==> src/rtl/interval_meter_if.sv <==
// interval_meter_if: measurement control, result handshake and status bundle
interface interval_meter_if #(parameter int WIDTH = 8);
  logic             start_flag;
  logic             stop_flag;
  logic             result_ack;
  logic [WIDTH-1:0] measure_value;
  logic             measure_valid;
  logic             measure_overflow;
  logic             busy;
  modport master (
    output start_flag, stop_flag, result_ack,
    input  measure_value, measure_valid, measure_overflow, busy
  );
  modport slave (
    input  start_flag, stop_flag, result_ack,
    output measure_value, measure_valid, measure_overflow, busy
  );
endinterface

==> src/rtl/interval_meter.sv <==
// interval_meter: counts CLK edges from start to stop, result via valid/ack with saturating overflow
module interval_meter #(parameter int WIDTH = 8) (
  input logic         CLK,
  input logic         RST,
  interval_meter_if.slave m
);
  typedef enum logic [1:0] {IDLE, COUNT, HOLD} state_t;
  localparam logic [WIDTH-1:0] SAT = {{(WIDTH-1){1'b1}}, 1'b0};
  state_t           state;
  logic [WIDTH-1:0] cnt;
  always_ff @(posedge CLK or negedge RST) begin
    if (!RST) begin
      state              <= IDLE;
      cnt                <= '0;
      m.measure_value    <= '0;
      m.measure_valid    <= 1'b0;
      m.measure_overflow <= 1'b0;
      m.busy             <= 1'b0;
    end else begin
      case (state)
        IDLE: if (m.start_flag) begin
          state  <= COUNT;
          cnt    <= '0;
          m.busy <= 1'b1;
        end
        COUNT: if (m.stop_flag) begin
          state              <= HOLD;
          m.measure_value    <= cnt + WIDTH'(1);
          m.measure_valid    <= 1'b1;
          m.measure_overflow <= 1'b0;
        end else if (cnt == SAT) begin
          state              <= HOLD;
          m.measure_value    <= '1;
          m.measure_valid    <= 1'b1;
          m.measure_overflow <= 1'b1;
        end else begin
          cnt <= cnt + WIDTH'(1);
        end
        HOLD: if (m.result_ack) begin
          m.measure_valid <= 1'b0;
          if (m.start_flag) begin
            state <= COUNT;
            cnt   <= '0;
          end else begin
            state              <= IDLE;
            m.measure_overflow <= 1'b0;
            m.busy             <= 1'b0;
          end
        end
        default: state <= IDLE;
      endcase
    end
  end
endmodule

==> src/flat_wrapper.sv <==
// flat-port wrapper written by rule: the top's interface ports become plain ports
module interval_meter_flat 
#(parameter int WIDTH = 8)
  (CLK, RST, m_start_flag, m_stop_flag, m_result_ack, m_measure_value, m_measure_valid, m_measure_overflow, m_busy);
  interval_meter_if #(.WIDTH(WIDTH)) m_i ();
  input logic CLK;
  input logic RST;
  input wire logic [$bits(m_i.start_flag)-1:0] m_start_flag;
  input wire logic [$bits(m_i.stop_flag)-1:0] m_stop_flag;
  input wire logic [$bits(m_i.result_ack)-1:0] m_result_ack;
  output wire logic [$bits(m_i.measure_value)-1:0] m_measure_value;
  output wire logic [$bits(m_i.measure_valid)-1:0] m_measure_valid;
  output wire logic [$bits(m_i.measure_overflow)-1:0] m_measure_overflow;
  output wire logic [$bits(m_i.busy)-1:0] m_busy;
  assign m_i.start_flag = m_start_flag;
  assign m_i.stop_flag = m_stop_flag;
  assign m_i.result_ack = m_result_ack;
  assign m_measure_value = m_i.measure_value;
  assign m_measure_valid = m_i.measure_valid;
  assign m_measure_overflow = m_i.measure_overflow;
  assign m_busy = m_i.busy;
  interval_meter #(.WIDTH(WIDTH)) u_core (.CLK(CLK), .RST(RST), .m(m_i));
endmodule
==> config.mk <==
export PLATFORM = sky130hd
export DESIGN_NAME = interval_meter_flat
export DESIGN_NICKNAME = d
export VERILOG_FILES = /design/src/rtl/interval_meter_if.sv /design/src/rtl/interval_meter.sv /design/src/flat_wrapper.sv
export SDC_FILE = /design/constraint.sdc
export NUM_CORES = 1
export LEC_CHECK = 0
export CAP_MARGIN = 20
export CELL_PAD_IN_SITES_DETAIL_PLACEMENT = 1
export CELL_PAD_IN_SITES_GLOBAL_PLACEMENT = 2
export CORE_UTILIZATION = 35
export DETAILED_ROUTE_END_ITERATION = 7
export GPL_ROUTABILITY_DRIVEN = 0
export GPL_TIMING_DRIVEN = 0
export PLACE_DENSITY_LB_ADDON = 0.1
export SLEW_MARGIN = 20
export SYNTH_ARGS = -nofsm -noshare
export SYNTH_HDL_FRONTEND = slang
export SYNTH_SLANG_ARGS = --single-unit
==> constraint.sdc <==
create_clock -name CLK -period 2 [get_ports CLK]
set_input_delay 0.4 -clock CLK [delete_from_list [all_inputs] [get_ports CLK]]
set_output_delay 0.4 -clock CLK [all_outputs]
set_load 0.02 [all_outputs]
==> reports/metrics.yaml <==
status:
  outcome: "complete, no violations"
drt:
  postRouteAntennaNets: 0
  drt_iter0_drc: 24
  wl_um: 2690
  firstDrtPassIters: 6
  drt-vias-per-instance: 5.36
  vias: 927
  drcViolationCount: 0
  wire_per_inst_um: 15.5
global_route:
  grt_usage: 0.171
  antenna_found_initial: 0
  grt_pass1_vias: 951
  grt_max_degree: 22
  grt_overflow: 0
  grt_pass1_wl_um: 4500
timing:
  slew_viol_final: 0
  setup_viol_count_final: 0
  relSlewSlack: 0.349
  fin_crit_ns: 1.90
  finalHoldWorstSlack_ns: 0.508
  hold_viol: 0
  fmax_mhz: 526
  worst_pin_slew_ns: 0.973
  skew_ns: 0.00757
  fin_crit_sh: 0.950
  rsz0062_at_grt: "false"
layout:
  diodes: 0
  final_nets: 143
  multi_input_area_um2: 612
  final_cell_count_no_fill: 173
  final_layout_size_suffix_gt1_frac: 0.147
  num-fill-cells: 361
  area.sequential_um2: 527
  design_area_mm2: 0.00144
  area_delta_synth_final_pct: 21.8
synthesis:
  synthCells: 107
  synth_nets: 120
  synth_compound_gate_area_share: 0.191
  synth_seq_area_share: 0.444
  ys_seq_elements: 21
  yosys.area_share.simple: 0.189
  synth_top_family_by_area: "compound AO/OA/AOI/OAI gates"
  netlist_area_mm2: 0.00118
  yosys.area_share.xor_xnor: 0.0148
  synth_mux_area_frac: 0.0349
  syn_avg_cell_area_um2: 11.1
  ys_warn_count: 0
  synth_fa_ha_area_frac: 0.0846
  ys_types: 35
worst_setup_path:
  crit_chain: "inv_1 -> ha_1 -> nor2b_4 -> or2_0 -> buf_6 -> a21o_4 -> a221o_1"
  max_stage_delay_ns: 0.42
  path_max_fanout: 8
  crit_path_start_kind: "flop"
  critPathRequiredTime_ns: 2.20
  cpMaxStageDelayCell: "dfrtp_2"
  worstSetupPathType: "flop to flop"
  end_kind: "flop"
  critPathArrivalTime_ns: 2.10
placed_design:
  place_inst: 166
  numPortBuffers: 15
  dpl-instance-area_mm2: 0.00139
  hpwl_um: 1970
clocking:
  cts_max_path_buffers: 2
  numCtsBuffers: 3
  clk_latency_ns: 0.31
  cts-hold-fix-buffers: 0
  clk_pin_slew_worst_paths_ns: 0.12
  cts_max_level: 1
  cts_root_buffer: "clkbuf_4"
  cts_tree: "built"
  cts.sinks: 21
min_path:
  hp-class: "flop to flop"
floorplanning:
  die_y_um: 60.2
  core_mm2: 0.00313
  die_area_mm2: 0.00362
  start_util: 0.378
  die_x_um: 60.2
  io_pins: 16
  num_rows: 20
pwr:
  power.total_mw: 2.07
  ir_worst_vdd_mv: 0.606
  p_per_area_mw_per_mm2: 1440
  power_leakage_nw: 0.625
job:
  maxCapViolCount: 0
cell usage in the layout, fill, tap and decap left out, drive strengths merged, types with 3 or more instances in the layout:
| cell | count |
|---|---|
| buf | 5 |
| nand2 | 3 |
| o32a | 4 |
| nor2 | 8 |
| clkdlybuf4s50 | 15 |
| a21oi | 4 |
| nor4 | 4 |
| or2 | 4 |
| inv | 7 |
| a221o | 5 |
| mux2 | 3 |
| and2 | 5 |
| clkbuf | 4 |
| dfrtp | 21 |
| nand3 | 6 |
| a2bb2oi | 4 |
| ha | 8 |
| nor2b | 3 |
sequential cells by signal (all words and copies together), names as in the netlist:
signal and flops:
u_core.m.measure_value 8, u_core.cnt 8, u_core.m.busy 1, u_core.m.measure_overflow 1
u_core.m.measure_valid 1, u_core.state 2
cell usage after synthesis, drive strengths merged:
cell     instances  area, um^2
nand2            3        13.8
a21o             1        15.0
o21a             1        7.51
o31ai            1        7.51
xor2             1        8.76
nand3            6        30.0
xnor2            1        8.76
a221o            5        50.1
o21ai            2        13.8
mux2             3        41.3
nand4            2        18.8
a21oi            4        20.0
ha               8         100
buf              2        22.5
nor2             8        30.0
nor2b            3        26.3
or2              4        25.0
and2             5        31.3
or2b             1        7.51
a2bb2oi          4        35.0
dfrtp           21         526
o2bb2ai          2        17.5
a32o             2        20.0
and2b            1        7.51
inv              7        26.3
o32a             4        40.0
nor4             4        25.0
and3b            1        8.76
final timing paths:
path | from | end | slack, ns | depth (start not counted)
worst min-delay path | u_core.m.measure_value[2]$_DFFE_PN0P_ | u_core.m.measure_value[2]$_DFFE_PN0P_ | 0.51 | 1
min in group asynchronous | RST | u_core.cnt[2]$_DFFE_PN0P_ | 0.61 | 1
worst min register to register | u_core.m.measure_value[2]$_DFFE_PN0P_ | u_core.m.measure_value[2]$_DFFE_PN0P_ | 0.51 | 1
max in group asynchronous | RST | u_core.state[0]$_DFFE_PN0P_ | 0.73 | 1
worst max register to register | u_core.state[0]$_DFFE_PN0P_ | u_core.cnt[5]$_DFFE_PN0P_ | 0.10 | 7
worst max-delay path | u_core.state[0]$_DFFE_PN0P_ | u_core.cnt[5]$_DFFE_PN0P_ | 0.10 | 7
metrics by stage:
stage                util  setup TNS, ns  setup slack, ns
floorplan               -              0            0.177
global placement    0.444         -0.323          -0.0579
detailed placement  0.444         -0.453          -0.0855
CTS                 0.453              0           0.0533
global route        0.461              0          0.00422
finish              0.461              0            0.101
what timing repair did:
item | in CTS | in global routing
resized for setup | 1 | 1
pin swaps | 0 | 0
setup endpoints to repair | 3 | 5
endpoints found under the hold margin | 0 | 0
setup buffers | 0 | 3
layer usage:
layer	wire, um	vias up	global-route usage
li1	-	441	-
met5	0	-	0
met3	83	5	0.0195
met2	1380	16	0.289
met4	40	0	0.0598
met1	1180	465	0.223
where the power goes:
group / internal [mW] / total [mW] / switching, mW / leakage [nW]
clock network: 0.0779 / 0.211 / 0.133 / 0.0150
registers: 0.587 / 0.726 / 0.139 / 0.261
logic: 0.589 / 1.14 / 0.548 / 0.348
critical path: cells and delay by family, from the launching register on:
family | cells | cell delay [ns]
AND/OR/NAND/NOR | 2 | 0.35
flip-flops | 1 | 0.42
AO/OA/AOI/OAI | 2 | 0.57
buffers and inverters | 2 | 0.21
adder cells (fa/ha/maj) | 1 | 0.25
layout make-up:
| type | instances | area share |
|---|---|---|
| buffer | 2 | 0.0156 |
| clock buffer | 4 | 0.0182 |
| inverter | 7 | 0.0182 |
| multi-input combinational | 77 | 0.424 |
| sequential | 21 | 0.365 |
| tap | 44 | 0.0382 |
| timing repair buffer | 18 | 0.120 |
cells by family after synthesis:
family | Yosys count
multiplexers | 3
AND/OR/NAND/NOR | 38
adder cells (fa/ha/maj) | 8
AO/OA/AOI/OAI | 26
XOR/XNOR | 2
buffers and inverters | 9
flip-flops | 21
(Power assumes the default switching activity.)
